--- src/rtl/tx_sync_inserter.sv ---
// TX framer: merges user data words with periodic sync words (MSB=1) that carry local blocklock status.
// Optional idle-word fill while no user data is offered: define TX_IDLE_FILL_EN.
module tx_sync_inserter #(
  parameter int DATA_WIDTH  = 24,
  parameter int SYNC_PERIOD = 64,
  parameter int SYNC_REPEAT = 2
) (
  input  logic                  clk,
  input  logic                  reset,
  input  logic [7:0]            in_blocklock_local,
  input  logic                  in_valid,
  input  logic [DATA_WIDTH-1:0] in_data,
  output logic                  in_ready,
  input  logic                  out_ready,
  output logic                  en_wr,
  output logic [DATA_WIDTH:0]   date_wr,
  output logic                  sync_sent,
  output logic [15:0]           sync_cnt
);

  localparam int PW = (SYNC_PERIOD > 1) ? $clog2(SYNC_PERIOD) : 1;
  localparam int RW = (SYNC_REPEAT > 1) ? $clog2(SYNC_REPEAT) : 1;
  localparam logic [PW-1:0] PERIOD_LAST = PW'(SYNC_PERIOD - 1);
  localparam logic [RW-1:0] REP_LAST    = RW'(SYNC_REPEAT - 1);

  typedef enum logic {ST_DATA, ST_SYNC} state_t;

  state_t                state_q, state_d;
  logic [RW-1:0]         rep_cnt_q, rep_cnt_d;
  logic [PW-1:0]         period_cnt_q, period_cnt_d;
  logic [7:0]            bl_sent_q, bl_sent_d;
  logic                  en_wr_q, en_wr_d;
  logic [DATA_WIDTH:0]   date_wr_q, date_wr_d;
  logic                  sync_sent_q, sync_sent_d;
  logic [15:0]           sync_cnt_q, sync_cnt_d;
  logic                  accept;
  logic [DATA_WIDTH:0]   sync_word;

  // Blocklock status sits zero-extended in the low bits of the payload.
  assign sync_word = {1'b1, DATA_WIDTH'(in_blocklock_local)};

  always_ff @(posedge clk or posedge reset) begin
    if (reset) begin
      state_q      <= ST_SYNC;
      rep_cnt_q    <= REP_LAST;
      period_cnt_q <= '0;
      bl_sent_q    <= 8'hFF;
      en_wr_q      <= 1'b0;
      date_wr_q    <= '0;
      sync_sent_q  <= 1'b0;
      sync_cnt_q   <= '0;
    end else begin
      state_q      <= state_d;
      rep_cnt_q    <= rep_cnt_d;
      period_cnt_q <= period_cnt_d;
      bl_sent_q    <= bl_sent_d;
      en_wr_q      <= en_wr_d;
      date_wr_q    <= date_wr_d;
      sync_sent_q  <= sync_sent_d;
      sync_cnt_q   <= sync_cnt_d;
    end
  end

  always_comb begin
    state_d      = state_q;
    rep_cnt_d    = rep_cnt_q;
    period_cnt_d = period_cnt_q;
    bl_sent_d    = bl_sent_q;
    en_wr_d      = 1'b0;
    date_wr_d    = date_wr_q;
    sync_sent_d  = 1'b0;
    sync_cnt_d   = sync_cnt_q;
    in_ready     = 1'b0;
    accept       = 1'b0;

    case (state_q)
      ST_DATA: begin
        in_ready = out_ready;
        accept   = in_valid && out_ready;
        if (accept) begin
          en_wr_d      = 1'b1;
          date_wr_d    = {1'b0, in_data};
          period_cnt_d = period_cnt_q + PW'(1);
        end
`ifdef TX_IDLE_FILL_EN
        else if (out_ready) begin
          en_wr_d   = 1'b1;
          date_wr_d = '0;
        end
`endif
        // A status change preempts the period; the current word still goes out first.
        if ((accept && (period_cnt_q == PERIOD_LAST)) || (in_blocklock_local != bl_sent_q)) begin
          state_d      = ST_SYNC;
          rep_cnt_d    = REP_LAST;
          period_cnt_d = '0;
        end
      end

      ST_SYNC: begin
        if (out_ready) begin
          en_wr_d     = 1'b1;
          date_wr_d   = sync_word;
          sync_sent_d = 1'b1;
          bl_sent_d   = in_blocklock_local;
          if (sync_cnt_q != 16'hFFFF) begin
            sync_cnt_d = sync_cnt_q + 16'd1;
          end
          if (rep_cnt_q == '0) begin
            state_d = ST_DATA;
          end else begin
            rep_cnt_d = rep_cnt_q - RW'(1);
          end
        end
      end

      default: begin
        state_d = ST_SYNC;
      end
    endcase
  end

  assign en_wr     = en_wr_q;
  assign date_wr   = date_wr_q;
  assign sync_sent = sync_sent_q;
  assign sync_cnt  = sync_cnt_q;

endmodule

--- config.mk ---
export PLATFORM = sky130hd
export DESIGN_NAME = tx_sync_inserter
export DESIGN_NICKNAME = d
export VERILOG_FILES = /design/src/rtl/tx_sync_inserter.sv
export SDC_FILE = /design/constraint.sdc
export NUM_CORES = 1
export LEC_CHECK = 0
export ABC_AREA = 1
export CAP_MARGIN = 20
export CORE_MARGIN = 3
export CORE_UTILIZATION = 47
export DETAILED_ROUTE_END_ITERATION = 10
export PLACE_DENSITY = 0.79
export SETUP_SLACK_MARGIN = 0.4
export SLEW_MARGIN = 10
export SYNTH_ARGS = -nofsm -noshare
export SYNTH_HDL_FRONTEND = slang
export SYNTH_SLANG_ARGS = --single-unit
--- constraint.sdc ---
create_clock -name clk -period 2.2 [get_ports clk]
set_input_delay 0.44 -clock clk [delete_from_list [all_inputs] [get_ports clk]]
set_output_delay 0.44 -clock clk [all_outputs]
set_load 0.02 [all_outputs]
==> results.md, run 1 <==
Run status:
- The run finished with clean final reports.

STA:
- The number of max-slew violations in the final report was 0.
- The setup slack after layout is 0.4408 ns.
- Setup repair after global routing could not meet its margin everywhere.
- The total negative setup slack is 0 ns.
- Between clock sinks in the finished design, the worst skew comes to 0.005194 ns.
- The routed design could run at a clock period as short as 1.759 ns.
- The final count of hold timing violations is 0.
- For the pin with the worst max-slew slack, the measured transition is 0.5112 ns.
- The worst pin sits at a relative slew slack of 65.84%.
- The worst path uses 79.97% of the clock period.
- Setup violations remaining at the end of the flow were counted as 0.
- The maximum operating frequency is 0.5684 GHz.

Clock tree:
- Counting every sink on the clock net gives 59.
- For the worst-skew pair, the clock arrives at the later sink with an insertion delay of 0.34 ns.
- The clock tree buffer depth is 2.
- The H-tree was split into 3 levels.
- Clock-pin slew was measured on the worst setup and hold paths at 0.07 ns.
- The buffer type at the clock tree root is sky130_fd_sc_hd__clkbuf_8.
- TritonCTS built the clock tree.
- Clock tree synthesis inserted a total of 9 buffers.

Route:
- The detailed-routing iteration count for the pre-antenna-repair pass is 4.
- Using the TritonRoute via totals, the vias-per-cell ratio works out to 5.077.
- The residual antenna-violating net count after detailed routing is 0.
- The final routed DRC violation total is 0.
- The violation count after the first detailed-routing iteration is 99.
- The total number of vias is 2564.
- After detailed routing, the average wire length per cell comes to 13.15 um.
- The routed wire length is 6642 um.

GRT:
- The pin count of the biggest net entering global routing is 32.
- The global-route total usage across every layer is 20.18%.
- The total overflow reported by the global router is 0.
- The via count of the first global-routing pass is 2680.
- The number of antenna violations at the first check in global routing is 0.
- The first global-routing pass estimated 11680 um of wire.

Final layout:
- The final layout net count is 466.
- The commonest non-fill, non-tap cell in the layout is sky130_fd_sc_hd__nand2_1.
- The final-layout fill cell count is 490.
- After the flow finishes, the layout carries non-filler instances totaling 505.
- The finished layout cell area is 0.003970 sq mm.
- The repair_antennas step left the layout with diodes totalling 0.
- The area growth from synthesis to layout is 38.92%.
- Leaving out fill and tap cells, the most frequent cells in the layout are 113 x sky130_fd_sc_hd__nand2_1, 60 x sky130_fd_sc_hd__clkdlybuf4s50_1, 49 x sky130_fd_sc_hd__dfrtp_1.
- Cells with a size suffix above 1 make up 13.86% of the layout.

Pwr:
- The largest voltage drop on the vdd net is 0.7471 mV.
- The power density over cell area is 1096 mW/mm^2.
- The cell leakage power is 1.977 nW.
- The total power consumption of the routed design is 4.350 mW.

Die:
- The die outline width is 83.98 um.
- The die height is 83.98 um.
- The site row count is 27.
- The overall die area is 0.007052 sq mm.
- The core region is 0.005709 sq mm.
- The initial utilization of the core area, before any placement, comes to 50.05%.
- The number of top-level design ports is 80.

Yosys:
- In this run the cell area of the synthesized design comes to 0.002858 sq mm.
- The mean instance size in the synthesized netlist is 8.455 sq um.
- The number of synthesized register bits is 59.
- The number of synthesis warnings is 0.
- Yosys mapped the design onto 29 distinct sky130hd cell types.
- The sequential cell area fraction in the yosys report is 52.10%.
- Synthesis handed over a netlist of 338 instances.
- sky130_fd_sc_hd__dfrtp_1 takes more of the synthesized area than any other cell.
- In the post-synthesis netlist, the biggest area contributors are sky130_fd_sc_hd__dfrtp_1 43%, sky130_fd_sc_hd__nand2_1 15%, sky130_fd_sc_hd__dfstp_2 9.2%, sky130_fd_sc_hd__nand3_1 8.1%, sky130_fd_sc_hd__xor2_1 4.0%.
- The synthesized design devotes to its leading area cell type 42.91% of total area.
- Counting every net in the synthesized netlist gives 376.

Place:
- The placed instances occupy a cell area of 0.003742 sq mm.
- The HPWL after detailed placement is 4859 um.
- The port buffer count is 79.
- The number of cells in the design after placement is 487.
- The worst slack after detailed placement is 0.07129 ns.
- Routability-driven placement finished with a final weighted congestion of 0.8541.

Worst setup path:
- In this run the number of cells on the critical path is 1.
- STA puts the critical path data required time at 1.76 ns.
- The highest net fanout along the worst path is 2.
- The largest single stage delay on the critical path is 0.62 ns.
- The number of buffers and inverters on the critical path is 1.
- In this run the register-to-register setup slack is 0.50 ns.
- Counting cells, the worst reg-to-reg path comes to 11.
- Data arrives at the worst endpoint at 1.32 ns.
- The element type at the critical path start is a flop.
- The worst setup path is of the flop to output pin kind.
- The cell family contributing the most delay on the critical path is buffers and inverters.
- The slowest stage of the critical path belongs to the cell sky130_fd_sc_hd__clkdlybuf4s50_1.
- The type of destination of the critical path is an output pin.
- The signal on the critical path passes through clkdlybuf4s50_1.

Run:
- The tool flagged a number of max-cap violations equal to 0.

Min path:
- The tightest min-delay check is of the primary input to asynchronous set/reset pin type.
timing repair:
action,in CTS,in global routing
cloned,0,0
setup buffers,0,2
setup endpoints to repair,16,16
hold endpoints to repair,0,0
hold buffers,0,0
gates resized for setup,16,8
report_power, final:
group | total (mW) | switching [mW] | internal [mW]
clock | 1.03 | 0.417 | 0.611
sequential | 1.71 | 0.255 | 1.45
combinational | 1.62 | 0.915 | 0.700
total | 4.35 | 1.59 | 2.76
final cells by class:
type	count	area [sq um]	share of cell area, %
Sequential cell	59	1489	37.50
Clock inverter	4	47.55	1.198
Tap cell	72	90.09	2.269
Multi-Input combinational cell	245	1231	31.01
Timing Repair Buffer	90	857.1	21.59
Clock buffer	12	165.2	4.160
Inverter	23	90.09	2.269
worst paths after layout:
path                                   from      endpoint
worst max-delay path             date_wr[2]    date_wr[2]
worst min-delay path                  reset     sync_sent
worst max register to register  sync_cnt[0]  sync_cnt[10]
worst min register to register    rep_cnt_q     rep_cnt_q
max in group asynchronous             reset  bl_sent_q[7]
min in group clk                  rep_cnt_q     rep_cnt_q
per-layer routing:
layer / up-vias / GRT usage, % / part of all wire (%)
li1: 1259 / - / -
met1: 1208 / 25.18 / 43
met2: 85 / 33.77 / 50
met3: 12 / 4.146 / 5.3
met4: 0 / 8.918 / 1.9
met5: - / 0 / 0
sequential cells by signal, indices dropped and copies added, names as in the netlist:
signal and cells:
en_wr 1, sync_cnt 16, rep_cnt_q 1, period_cnt_q 6, state_q 1, sync_sent 1
bl_sent_q 8, date_wr 25
cell families after synthesis:
| family | after synthesis | synth area share [%] |
|---|---|---|
| buf+inv | 34 | 5.386 |
| fa+ha+maj | 2 | 0.8755 |
| simple gates | 206 | 31.52 |
| compound gates | 16 | 3.415 |
| flops | 59 | 52.10 |
| xor+xnor | 21 | 6.699 |
synthesized netlist by cell type:
master / n
sky130_fd_sc_hd__nand2_1: 113
sky130_fd_sc_hd__o21ai_2: 2
sky130_fd_sc_hd__xor2_2: 1
sky130_fd_sc_hd__clkbuf_1: 5
sky130_fd_sc_hd__inv_1: 19
sky130_fd_sc_hd__nor3_1: 5
sky130_fd_sc_hd__buf_12: 1
sky130_fd_sc_hd__inv_2: 2
sky130_fd_sc_hd__buf_1: 2
sky130_fd_sc_hd__nand2_2: 5
sky130_fd_sc_hd__nand4_1: 3
sky130_fd_sc_hd__nand3b_2: 1
sky130_fd_sc_hd__dfrtp_1: 49
sky130_fd_sc_hd__clkinv_1: 2
sky130_fd_sc_hd__a31oi_1: 8
sky130_fd_sc_hd__nand2_4: 1
sky130_fd_sc_hd__nor2_1: 23
sky130_fd_sc_hd__nor2_2: 7
sky130_fd_sc_hd__nand3b_1: 1
sky130_fd_sc_hd__buf_6: 1
sky130_fd_sc_hd__xor2_1: 13
sky130_fd_sc_hd__a21oi_1: 2
sky130_fd_sc_hd__dfstp_2: 10
sky130_fd_sc_hd__xnor2_1: 7
sky130_fd_sc_hd__buf_2: 2
sky130_fd_sc_hd__nor2_4: 1
sky130_fd_sc_hd__o21ai_0: 4
sky130_fd_sc_hd__nand3_1: 46
sky130_fd_sc_hd__ha_1: 2
through the flow:
stage	hold WS (ns)	utilization, %
2_1_floorplan	0.4437	-
3_3_place_gp	0.4582	65.55
3_5_place_dp	0.4634	65.55
4_1_cts	0.3561	68.92
5_1_grt	0.3676	69.54
6_report	0.3661	69.54
Power figures use the tool's default switching activity.
==> inputs of run 2 (changes only) <==
Clock period 2.2 ns to 1.7 ns, I/O delays scaled along.
==> run 2 against run 1 <==
  * First-iteration DRC count up 100%
  * Register-to-register slack lost 0.39 ns
  * Highest routed layer unchanged
  * Routed wire length increased by 31%
  * Sequential share of layout area decreased by 2.6 points
  * Combinational power increased by 64%
  * Global-route usage rose by 1.6 points
  * Critical endpoint is now period_cnt_q[5]
  * Final cell count is 6.5% higher
  * Sequential power grew 30%
  * Total power is 38% higher
  * Clock-buffer cell count rose by 1
  * Clock skew up 0.0073 ns
  * Die area stayed put
==> results.md, run 2 (synthesized netlist as in run 1, its figures left out) <==
Run status:
- Run status: completed (unchanged).

Run:
- The reported max-cap violation count is 0 (unchanged).

Final layout:
- The final layout net count came to 499 (was 466).
- The flip-flop count of the largest register, all copies and words added is 25 (unchanged).
- The fraction of layout cells with a size suffix above 1 is 36.48% (was 13.86%).
- The number of cells in the finished layout apart from fillers is 538 (was 505).
- Most frequent cells in the layout: 105 x sky130_fd_sc_hd__nand2_1, 41 x sky130_fd_sc_hd__nand3_1, 41 x sky130_fd_sc_hd__dfrtp_1 (was 113 x sky130_fd_sc_hd__nand2_1, 60 x sky130_fd_sc_hd__clkdlybuf4s50_1, 49 x sky130_fd_sc_hd__dfrtp_1).
- The total inserted antenna cells is 0 (unchanged).
- The post-route core utilization is 75.19% (was 69.54%).
- The layout overhead on the synthesized area is 50.22% (was 38.92%).
- The final-layout fill cell count is 385 (was 490).
- The commonest non-fill, non-tap cell in the layout is sky130_fd_sc_hd__nand2_1 (unchanged).

Worst setup path:
- The number of buffers and inverters on the critical path is 1 (unchanged).
- CP Cell Sequence: clkdlybuf4s50_1 > xnor2_1 > nand2_1 > nor2_2 > nand3_4 > nor2_4 > nand2_1 > nand2_1 (was clkdlybuf4s50_1).
- The gate family responsible for the most delay along the worst path is simple AND/OR/NAND/NOR gates (was buffers and inverters).
- The endpoint arrival time on the critical path is 1.86 ns (was 1.32 ns).
- The type of destination of the critical path is a flop (was output pin).
- The element type at the critical path start is a primary input (was flop).
- The highest cell delay on the worst timing path is 0.46 ns (was 0.62 ns).
- The highest net fanout along the worst path was 5 (was 2).
- The setup slack on the worst flop-to-flop path is 0.11 ns (was 0.50 ns).
- The most repeated library cell on the critical path is sky130_fd_sc_hd__nand2_1.
- The length in cells of the worst reg-to-reg path is 7 (was 11).
- The worst flop-to-flop path startpoint is bl_sent_q[7] (was sync_cnt[0]).
- The required time reported for the critical path endpoint was 1.98 ns (was 1.76 ns).
- The slowest stage cell on the critical path is sky130_fd_sc_hd__clkdlybuf4s50_1 (unchanged).
- The destination of the worst register-to-register timing path is period_cnt_q[5] (was sync_cnt[10]).
- The type of the worst setup path is primary input to flop (was flop to output pin).

GRT:
- The pin count of the biggest net entering global routing is 28 (was 32).
- The total overflow reported by the global router came to 0 (unchanged).
- The via count of the first global-routing pass is 2630 (was 2680).
- The first-pass GRT wire length is 12260 um (was 11680 um).
- The global-route total usage across every layer was 21.75% (was 20.18%).
- The number of antenna violations at the first check in global routing is 0 (unchanged).

STA:
- The total negative setup slack is 0 ns (unchanged).
- The relative slew slack is 75.83% (was 65.84%).
- The final count of negative-setup-slack endpoints came to 0 (unchanged).
- Timing would allow up to 0.6304 GHz.
- The slew at the pin with the worst max-slew slack is 0.3588 ns (was 0.5112 ns).
- The worst-case clock skew is 0.01245 ns (was 0.005194 ns).
- The final count of hold timing violations is 0 (unchanged).
- The part of the cycle the worst path needs is 93.32%.
- Setup repair after global routing missed its margin: yes (unchanged).
- The number of max-slew violations in the final report is 0 (unchanged).
- The minimum clock period is 1.586 ns.

Place:
- The port buffer count came to 79 (unchanged).
- The post-DP HPWL was 5127 um (was 4859 um).
- The routability congestion estimate is 0.8654 (was 0.8541).
- The number of cells in the design after placement is 498 (was 487).

Pwr:
- The proportion of total power due to net switching is 40.97% (was 36.48%).
- The share of power burned in registers is 37.2% (was 39.2%).
- The largest voltage drop on the vdd net was 0.8426 mV (was 0.7471 mV).
- The cell internal power dissipation is 3.534 mW (was 2.763 mW).
- The logic gate share of total power is 44.2% (was 37.1%).
- The power density over cell area is 1394 mW/mm^2 (was 1096 mW/mm^2).
- The switching power summed over all nets is 2.452 mW (was 1.587 mW).
- The clock network fraction of total power is 18.6% (was 23.6%).
- The cell leakage power is 2.172 nW (was 1.977 nW).

Route:
- The routed metal-1 wirelength is 3455 um (was 2877 um).
- The total number of vias was 2841 (was 2564).
- The violation count after the first detailed-routing iteration is 201 (was 99).
- The detailed-routing iteration count for the pre-antenna-repair pass is 4 (unchanged).
- The final routed DRC violation total is 0 (unchanged).
- The routed wire length on met3 is 576 um (was 351 um).
- The via count normalized by instance count is 5.281 (was 5.077).
- The per-cell routed wire length was 16.22 um (was 13.15 um).
- The routed wire length is 8724 um (was 6642 um).
- The met2 layer wire length in the routed design is 4349 um (was 3290 um).
- The top routing layer in use is met4 (unchanged).
- The residual antenna-violating net count after detailed routing was 0 (unchanged).

Die:
- The number of top-level design ports is 80 (unchanged).
- The die height is 83.98 um (unchanged).
- The die outline width is 83.98 um (unchanged).
- The effective utilization at floorplan is 50.05% (unchanged).
- The overall die area came to 0.007052 sq mm (unchanged).
- The placeable core region is 0.005709 sq mm (unchanged).
- The site row count is 27 (unchanged).

Clock tree:
- The clock buffer count from CTS came to 9 (unchanged).
- The clock tree from TritonCTS is yes (unchanged).
- The clock tree buffer depth is 2 (unchanged).
- The buffer type at the clock tree root is sky130_fd_sc_hd__clkbuf_8 (unchanged).
- The register clock-pin slew on the reported worst setup and hold paths came to 0.07 ns (about the same).
- The total number of H-tree levels is 3 (unchanged).
- The total number of clock tree sinks was 59 (unchanged).
- The clock latency on the worst-skew pair is 0.35 ns (was 0.34 ns).

Min path:
- The kind of path behind the tightest hold check is primary input to asynchronous set/reset pin (unchanged).
[run 2: cell types whose count changed in the layout (fill, tap and decap cells not counted), moves of 8 or more]
cell                              before  now
sky130_fd_sc_hd__buf_2                 0   38
sky130_fd_sc_hd__buf_4                11   37
sky130_fd_sc_hd__buf_6                 0    8
sky130_fd_sc_hd__clkdlybuf4s50_1      60   32
sky130_fd_sc_hd__dfrtp_1              49   41
sky130_fd_sc_hd__dfrtp_2               0    8
sky130_fd_sc_hd__dlygate4sd2_1        15    2
sky130_fd_sc_hd__nand2_1             113  105
[run 2: worst max-delay path by stage]
stage | start | end | slack (ns) | cells after the start
final | in_blocklock_local[7] | period_cnt_q[5] | 0.11 | 8
after global routing | sync_cnt[6] | sync_cnt[13] | 0.06 | 8
after CTS | sync_cnt[1] | sync_cnt[2] | 0.19 | 10
after detailed placement | out_ready | in_ready | -0.20 | 4
after global placement | out_ready | in_ready | -0.19 | 4
after floorplan | sync_cnt[1] | sync_cnt[6] | 0.19 | 10
[run 2: cell type report]
type | count | area, sq um | share of cell area [%]
Tap cell | 72 | 90.09 | 2.099
Sequential cell | 59 | 1499 | 34.92
Clock buffer | 13 | 148.9 | 3.468
Timing Repair inverter | 1 | 11.26 | 0.2623
Clock inverter | 3 | 15.01 | 0.3498
Multi-Input combinational cell | 245 | 1438 | 33.49
Inverter | 23 | 102.6 | 2.390
Timing Repair Buffer | 122 | 988.4 | 23.03
[run 2: power by group through the flow]
stage,logic (mW),registers (mW),clock network [mW]
6_report,2.65,2.23,1.11
5_1_grt,2.84,2.28,1.17
4_1_cts,2.18,2.20,1.10
3_5_place_dp,2.26,2.23,0
3_3_place_gp,2.20,2.21,0
2_1_floorplan,0.968,2.52,0
[run 2: metal layers]
layer  global-route usage [%]  vias to the layer above
met1                    27.02                     1343
li1                         -                     1329
met5                        0                        -
met3                    6.318                       35
met2                    36.23                      134
met4                    7.456                        0
[run 2: what timing repair did]
| item | CTS | global route |
|---|---|---|
| hold buffers | 0 | 0 |
| endpoints found under the setup margin | 90 | 62 |
| gates cloned | 0 | 1 |
| setup buffers | 12 | 11 |
| resized for setup | 198 | 46 |
| hold endpoints to repair | 0 | 0 |
| pin swaps | 15 | 14 |
[run 2: worst reg2reg max path, cell delays in order (launching register included)]
cell and delay (ns):
sky130_fd_sc_hd__dfstp_2 0.55, sky130_fd_sc_hd__xnor2_1 0.16, sky130_fd_sc_hd__nand2_1 0.13, sky130_fd_sc_hd__nor2_2 0.19, sky130_fd_sc_hd__nand3_4 0.16, sky130_fd_sc_hd__nor2_4 0.18, sky130_fd_sc_hd__nand2_1 0.09, sky130_fd_sc_hd__nand2_1 0.06
[run 2: per-stage QoR]
step / cell area, sq um / setup WS [ns] / hold slack [ns] / total power, mW
final: 4293 / 0.1136 / 0.3104 / 5.986
after global routing: 4293 / 0.05667 / 0.3256 / 6.298
after CTS: 4026 / 0.1920 / 0.3210 / 5.471
after detailed placement: 3900 / -0.1975 / 0.4664 / 4.480
after global placement: 3900 / -0.1870 / 0.4553 / 4.408
after floorplan: 2902 / 0.1907 / 0.4317 / 3.485
